<file path="src/rtl/spice_node_integrator.sv">
// spice_node_integrator: sums signed branch currents into a clamped node voltage,
// with a hysteretic digital view and a quiescence flag for the step sequencer.
module spice_node_integrator #(
    parameter int W      = 16,
    parameter int N      = 4,
    parameter int SHIFT  = 0,
    parameter int VHI    = 12288,
    parameter int VLO    = -12288,
    parameter int VINIT  = 0,
    parameter int TH_HI  = 2048,
    parameter int TH_LO  = -2048,
    parameter int SETTLE = 4
) (
    input  logic           eclk,
    input  logic           ereset_n,
    input  logic           step,
    input  logic           force_en,
    input  logic [W-1:0]   force_v,
    input  logic [N*W-1:0] i_in,
    output logic [W-1:0]   v,
    output logic           p,
    output logic           settled,
    output logic           sat_hi,
    output logic           sat_lo
);
    localparam int SW = W + $clog2(N) + 1;
    localparam int SX = SW + 1;
    localparam logic signed [SX-1:0] HI_X    = SX'(VHI);
    localparam logic signed [SX-1:0] LO_X    = SX'(VLO);
    localparam logic signed [W-1:0]  VHI_W   = W'(VHI);
    localparam logic signed [W-1:0]  VLO_W   = W'(VLO);
    localparam logic signed [W-1:0]  VINIT_W = W'(VINIT);
    localparam logic signed [W-1:0]  TH_HI_W = W'(TH_HI);
    localparam logic signed [W-1:0]  TH_LO_W = W'(TH_LO);
    localparam logic [7:0]           SET8    = 8'(SETTLE);

    if (!(VLO < TH_LO && TH_LO <= TH_HI && TH_HI < VHI && VLO <= VINIT && VINIT <= VHI)) begin : g_bad_levels
        $error("spice_node_integrator: rail/threshold/init ordering violated");
    end
    if (SETTLE < 1 || SETTLE > 255) begin : g_bad_settle
        $error("spice_node_integrator: SETTLE must be in 1..255");
    end

    typedef enum logic {LOW, HIGH} state_t;

    logic signed [SW-1:0] sum, delta;
    logic signed [SX-1:0] v_wide, f_wide;
    logic signed [W-1:0]  v_q, v_d, v_next, f_clamp;
    logic [7:0]           cnt_q, cnt_d;
    logic                 settled_q, settled_d, quiet;
    state_t               state_q, state_d;

    function automatic logic signed [W-1:0] clamp(input logic signed [SX-1:0] x);
        return W'(x > HI_X ? HI_X : x < LO_X ? LO_X : x);
    endfunction

    // The adder is wide enough that no sum of N currents plus v can wrap before clamping.
    always_comb begin
        sum = '0;
        for (int k = 0; k < N; k++) sum += SW'($signed(i_in[k*W +: W]));
        delta     = sum >>> SHIFT;
        v_wide    = SX'(v_q) + SX'(delta);
        f_wide    = SX'($signed(force_v));
        v_next    = clamp(v_wide);
        f_clamp   = clamp(f_wide);
        quiet     = v_next == v_q;
        v_d       = force_en ? f_clamp : step ? v_next : v_q;
        cnt_d     = force_en ? '0 : !step ? cnt_q : !quiet ? '0 : cnt_q == SET8 ? cnt_q : cnt_q + 8'd1;
        settled_d = force_en ? 1'b0 : step ? cnt_d == SET8 : settled_q;
        state_d   = !(force_en || step) ? state_q :
                    state_q == LOW ? (v_d > TH_HI_W ? HIGH : LOW) : (v_d < TH_LO_W ? LOW : HIGH);
    end

    always_ff @(posedge eclk or negedge ereset_n) begin
        if (!ereset_n) begin
            v_q       <= VINIT_W;
            cnt_q     <= '0;
            settled_q <= 1'b0;
            state_q   <= LOW;
        end else begin
            v_q       <= v_d;
            cnt_q     <= cnt_d;
            settled_q <= settled_d;
            state_q   <= state_d;
        end
    end

    assign v       = v_q;
    assign p       = state_q == HIGH;
    assign settled = settled_q;
    assign sat_hi  = v_q == VHI_W;
    assign sat_lo  = v_q == VLO_W;
endmodule

</file>
<file path="config.mk">
export PLATFORM = sky130hd
export DESIGN_NAME = spice_node_integrator
export DESIGN_NICKNAME = d
export VERILOG_FILES = /design/src/rtl/spice_node_integrator.sv
export SDC_FILE = /design/constraint.sdc
export NUM_CORES = 1
export LEC_CHECK = 0
export CAP_MARGIN = 20
export CORE_MARGIN = 2
export CORE_UTILIZATION = 35
export DETAILED_ROUTE_END_ITERATION = 10
export GPL_ROUTABILITY_DRIVEN = 0
export PLACE_DENSITY = 0.7
export SYNTH_ARGS = -nofsm -noshare
export SYNTH_HDL_FRONTEND = slang
export SYNTH_SLANG_ARGS = --single-unit
export TNS_END_PERCENT = 5
</file>
<file path="constraint.sdc">
create_clock -name eclk -period 4.4 [get_ports eclk]
set_input_delay 0.88 -clock eclk [delete_from_list [all_inputs] [get_ports eclk]]
set_output_delay 0.88 -clock eclk [all_outputs]
set_load 0.02 [all_outputs]
</file>
==> metrics.yaml, run 1 <==
die_area_sq_um: 14300
end_kind: "flop"
period_minus_slack_ns: 5.78
yosys-mux-area-fraction: 0.00854
fin_crit_sh: 1.31
critical_path_class: "in -> reg"
start_util: 0.357
finalHoldViolations: 0
insertion_delay_ns: 0.26
r2r_start: "v[1]"
post_drt_wl_per_cell_um: 15.6
slowest_stage: "or4_4"
p_clk_frac: 0.029
synth_edf_count: 0
grt-ovfl-total: 0
combPwrFrac: 0.925
power_density_nw_per_um2: 925
synthArstFlopShare: 1.00
area_growth_pct: 62.3
core_sq_um: 13100
reg2regPathDepth: 19
whs_ns: 0.481
worstPathCellList: "dlygate4sd2_1 -> inv_1 -> fa_1 -> inv_1 -> fa_1 -> inv_1 -> fa_1 -> inv_2 -> ha_4 -> buf_4 -> a21oi_4 -> nand2_1 -> o211ai_1 -> o2111ai_2 -> or4_4 -> o31ai_4 -> a22o_4 -> buf_6 -> a32oi_2 -> a2111oi_4 -> a21o_2 -> and3_4"
synth-simple-area-share: 0.190
register_area_sq_um: 651
seqPwrFrac: 0.046
final_cell_mix: "123 x buf_4, 110 x inv_1, 61 x clkdlybuf4s50_1"
drv_cap: 0
fillCellCount: 1181
leakagePower_uw: 0.00368
synth_compound_area_frac: 0.219
cts-htree-levels: 1
cts.sinks: 26
via_per_inst: 5.35
cts_buffers: 3
antenna_found_initial: 0
synth.avg_cell_area_sq_um: 7.91
critical_path.startpoint: "i_in[38]"
swShare: 0.481
yosys_most_used_dff: "dfrtp_1"
grt_pass1_wl_mm: 24.6
synthXorXnorAreaFrac: 0.0318
worst_slack_ns: -1.38
drv_slew: 0
setup_violations: 26
ys_seq_area_frac: 0.139
diodes: 0
num_vias: 5336
arrival_ns: 5.98
yosysTopAreaCell: "fa_1"
cts.hold.buffers_added: 0
synth_cell_type_count: 72
synth_nets: 750
clk_pin_slew_ns: 0.07
critPathMaxStageDelay_ns: 0.58
path_depth: 22
synth_fa_ha_area_frac: 0.275
hp-class: "reg -> reg"
final_nets: 980
numPortBuffers: 103
tightest_slew_ns: 0.701
dp.cells: 963
clock_path_buffers: 2
fin_cells: 997
pin_count: 104
synth_top_family_by_area: "adder cells"
multi_input_area_sq_um: 4020
relSlewSlack: 0.531
endpoint: "cnt_q[2]"
synth_top_area_share: 0.214
finalSetupTns_ns: -26.57
route.detailed.drc: 2
final_common_cell: "buf_4"
synthesis.area_sq_um: 4690
internal_power_uw: 3660
clockRootBuffer: "clkbuf_16"
ant_nets: 0
drt_iter0_drc: 383
wl_mm: 15.6
grt_max_degree: 27
grt_pass1_vias: 5396
dr.pass1.iters: 11
finClkSkew_ns: 0.00352
cp.required_ns: 4.60
rows: 42
p_switching_uw: 3390
ff2ff_setup_slack_ns: -0.07
synth.area.top_cells: "fa_1 21%, dfrtp_1 14%, inv_1 12%, ha_1 6.1%, a21oi_1 2.8%"
dp_hpwl_mm: 12.0
grt_usage: 0.208
rsz0062_at_grt: "true"
critPathMaxFanout: 6
start_kind: "input port"
ys_warn_count: 0
reg2reg_to: "cnt_q[2]"
fmax_mhz: 173
tritoncts: "built"
timing.critical_path.buf_inv: 7
violations: "design-rule violations, negative setup slack"
die_y_um: 120
status: "finished with violations"
critPathTopFamily: "compound AO/OA/AOI/OAI gates"
peakVddDrop_mv: 0.602
dp_slack_ns: -1.92
synthCells: 593
ys_ff_latch: 26
die_w_um: 120
drive_above_1_share: 0.343
power.total_uw: 7040
-- flip-flops by register name (all words and copies together) (netlist names) --
register and cells:
settled 1, v 16, cnt_q 8, p 1
-- worst min path at each step --
stage          slack, ns  cells past startpoint        to     start
6_report            0.48                      2   settled   settled
5_1_grt             0.50                      2   settled   settled
4_1_cts             0.48                      2   settled   settled
3_5_place_dp        0.47                      2   settled   settled
3_3_place_gp        0.46                      2   settled   settled
2_1_floorplan       0.58                      0  cnt_q[0]  ereset_n
-- cells in the mapped netlist, types with 3 or more instances --
| library cell | instances |
|---|---|
| a211o_1 | 4 |
| a211oi_1 | 4 |
| a21o_1 | 4 |
| a21oi_1 | 26 |
| a222oi_1 | 8 |
| a22oi_1 | 5 |
| a31oi_1 | 3 |
| and2_1 | 12 |
| and3_1 | 9 |
| buf_2 | 4 |
| clkbuf_1 | 9 |
| dfrtp_1 | 26 |
| fa_1 | 50 |
| ha_1 | 23 |
| inv_1 | 154 |
| mux2i_1 | 4 |
| nand2_1 | 29 |
| nand2b_1 | 4 |
| nand3_1 | 17 |
| nand4_1 | 14 |
| nor2_1 | 34 |
| nor3_1 | 16 |
| nor4_1 | 8 |
| o211a_1 | 3 |
| o211ai_1 | 5 |
| o21a_1 | 8 |
| o21ai_0 | 20 |
| o21ai_1 | 7 |
| o22ai_1 | 3 |
| o31ai_1 | 6 |
| or2_2 | 3 |
| or3_1 | 5 |
| xnor2_1 | 11 |
| xor2_1 | 6 |
-- metal layers --
layer,vias up,wire length (um),global-route usage
li1,2472,-,-
met1,2597,5820,0.236
met2,211,8310,0.405
met3,56,867,0.0261
met4,0,595,0.0603
met5,-,0,0
-- final cells by class --
type,instances,share of cell area
clock buffer,3,0.00987
sequential,26,0.0855
multi-input combinational,399,0.528
tap,176,0.0289
timing repair buffer,239,0.271
inverter,154,0.0763
-- what timing repair did --
item,in CTS,in global routing
pin swaps,91,63
setup buffers,21,10
endpoints found under the setup margin,26,26
gates resized for setup,137,64
-- worst register-to-register path: stages, from the launching register on --
cell and delay, ns:
dfrtp_1 0.35, inv_1 0.07, fa_1 0.47, inv_1 0.07
ha_2 0.18, inv_2 0.04, fa_2 0.35, nand2b_4 0.15
a21bo_4 0.23, buf_6 0.13, a211oi_4 0.23, nor3_2 0.09
buf_4 0.16, nor4_4 0.31, o31ai_4 0.17, a22o_4 0.26
a211o_1 0.30, a2111oi_4 0.44, a21o_2 0.24, and3_4 0.18
-- power by group through the flow --
| stage | Sequential (uW) | Clock, uW | Combinational, uW |
|---|---|---|---|
| after CTS | 322 | 208 | 5940 |
| final | 321 | 205 | 6520 |
| after floorplan | 379 | 0 | 3060 |
| after detailed placement | 325 | 0 | 5140 |
| after global placement | 323 | 0 | 5030 |
| after global routing | 327 | 215 | 6960 |
-- per-stage QoR --
step            util  area (sq um)
2_1_floorplan      -          4890
3_3_place_gp   0.522          6860
3_5_place_dp   0.522          6860
4_1_cts        0.561          7370
5_1_grt        0.579          7610
6_report       0.579          7610
-- kinds of logic after synthesis --
kind of cell / count (synthesis)
buffers and inverters: 168
AND/OR/NAND/NOR: 167
AO/OA/AOI/OAI: 138
adder cells (fa/ha/maj): 73
flip-flops: 26
XOR/XNOR: 17
multiplexers: 4
(Power assumes the default switching activity.)
==> run 2: changes to the inputs <==
CORE_UTILIZATION = 40   (was 35)
PLACE_DENSITY = 0.77   (was 0.7)
SKIP_CTS_REPAIR_TIMING = 1   (was unset)
==> run 2 against run 1 <==
The run ends with negative setup slack left. Register-to-register slack gained 0.11 ns. Global-route usage grew 2.4 points. Setup slack lost 0.25 ns. Core utilization grew 3.8 points. Sequential power is essentially flat. Clock power grew 30%. Critical path depth shrank 3. Die area shrank 12%. Power shrank 13%. Clock skew grew 0.00058 ns. Largest cell class unchanged.
==> metrics.yaml, run 2 (synthesis gave the netlist of run 1 again) <==
grt_pass1_wl_mm: 24.6  # unchanged
critPathMaxFanout: 6  # unchanged
tightest_slew_ns: 0.724  # +0.0223 ns
cp.required_ns: 4.60  # about the same
rsz0062_at_grt: "true"
finClkSkew_ns: 0.00410  # +0.000584 ns
hp-class: "reg -> reg"
start_util: 0.411  # +0.0537
pin_count: 104  # unchanged
rows: 39  # -7.1%
status: "finished with violations"
cts_buffers: 3  # unchanged
combPwrFrac: 0.904  # -0.021
num_vias: 5161  # -3.3%
grt-ovfl-total: 0  # unchanged
largest_reg_flops: 16  # unchanged
finalSetupTns_ns: -33.39  # -6.82 ns
drive_above_1_share: 0.206  # -0.138
placed_cell_area_sq_um: 6800  # -0.86%
wl_mm: 14.7  # -5.6%
finalCoreUtilization: 0.617  # +0.0377
area_growth_pct: 50.3
final_cell_mix: "154 x inv_1, 103 x clkdlybuf4s50_1, 100 x buf_4"
grt_pass1_vias: 5291  # -1.9%
reg2regPathDepth: 16  # -3
dr.pass1.iters: 6  # -5
period_minus_slack_ns: 6.03  # +0.251 ns
leakagePower_uw: 0.00342  # -7.3%
clock_path_buffers: 2  # unchanged
tritoncts: "built"
end_kind: "flop"
grt_max_degree: 19  # -30%
route.detailed.drc: 0  # -2
insertion_delay_ns: 0.26  # about the same
swShare: 0.496  # +0.0153
drv_slew: 0  # unchanged
violations: "negative setup slack"
antenna_found_initial: 0  # unchanged
relSlewSlack: 0.516  # -0.0149
fin_crit_sh: 1.37  # +0.0570
cts.sinks: 26  # unchanged
drv_cap: 0  # unchanged
arrival_ns: 6.23  # +0.25 ns
internal_power_uw: 3080  # -16%
seqPwrFrac: 0.053  # +0.007
worst_slack_ns: -1.63  # -0.251 ns
postLayoutCellArea_sq_um: 7040  # -7.4%
clk_pin_slew_ns: 0.06  # about the same
power_density_nw_per_um2: 868  # -6.2%
diodes: 0  # unchanged
worstHoldPathCells: 2  # unchanged
numPortBuffers: 103  # unchanged
fmax_mhz: 166  # -4.2%
start_kind: "input port"
grt_usage: 0.232  # +0.0240
finalHoldViolations: 0  # unchanged
clockRootBuffer: "clkbuf_16"
final_nets: 946  # -3.5%
peakVddDrop_mv: 0.560  # -6.9%
ant_nets: 0  # unchanged
via_per_inst: 5.54  # +3.6%
core_sq_um: 11400  # -13%
die_area_sq_um: 12600  # -12%
dp_hpwl_mm: 12.2  # +1.8%
power.total_uw: 6120  # -13%
die_y_um: 112  # -6.2%
post_drt_wl_per_cell_um: 15.8  # +1.1%
dp_slack_ns: -1.93  # -0.00905 ns
critical_path_class: "in -> reg"
drt_iter0_drc: 521  # +36%
cts-htree-levels: 1  # unchanged
die_w_um: 112  # -6.2%
final_common_cell: "inv_1"
p_clk_frac: 0.043  # +0.014
setup_violations: 26  # unchanged
p_switching_uw: 3030  # -10%
## run 2: final timing paths
path                               start  endpoint  slack (ns)
worst max-delay path             i_in[2]  cnt_q[2]       -1.63
worst min register to register   settled   settled        0.48
max in group asynchronous       ereset_n  cnt_q[0]        2.97
min in group asynchronous       ereset_n      v[5]        0.95
worst min-delay path             settled   settled        0.48
worst max register to register      v[8]  cnt_q[2]        0.04
## run 2: through the flow
stage                     hold WS (ns)  std cells
after floorplan                  0.583        593
after global placement           0.482        924
after detailed placement         0.480        925
after CTS                        0.486        929
after global routing             0.530        931
final                            0.484        931
## run 2: layer usage
metal | global-route usage | part of all wire | up-vias
li1 | - | - | 2409
met1 | 0.274 | 0.38 | 2450
met2 | 0.443 | 0.52 | 252
met3 | 0.0297 | 0.068 | 50
met4 | 0.0593 | 0.030 | 0
met5 | 0 | 0 | -
## run 2: area by class of cell
class                      count  area (sq um)
clock buffer                   3          75.1
clock inverter                 1          30.0
fill                         967          4370
inverter                     154           578
multi-input combinational    399          3710
sequential                    26           651
tap                          143           179
timing repair buffer         205          1820
## run 2: power by group through the flow
stage | clock network [uW] | registers, uW | logic (uW)
after floorplan | 0 | 379 | 3060
after global placement | 0 | 324 | 4950
after detailed placement | 0 | 326 | 5120
after CTS | 268 | 322 | 5160
after global routing | 276 | 330 | 5980
final | 266 | 322 | 5530
## run 2: critical path, stage by stage
cell and delay [ns]:
clkdlybuf4s50_1 0.46, inv_1 0.06, fa_1 0.54, inv_1 0.06, fa_1 0.47, fa_1 0.53
inv_1 0.07, fa_2 0.40, nand2b_4 0.17, a21bo_4 0.24, a2111o_1 0.42, a31oi_4 0.24
nor4_4 0.09, and4_4 0.18, a22o_4 0.27, a211o_1 0.30, a2111oi_4 0.44, a21o_2 0.24
and3_1 0.15
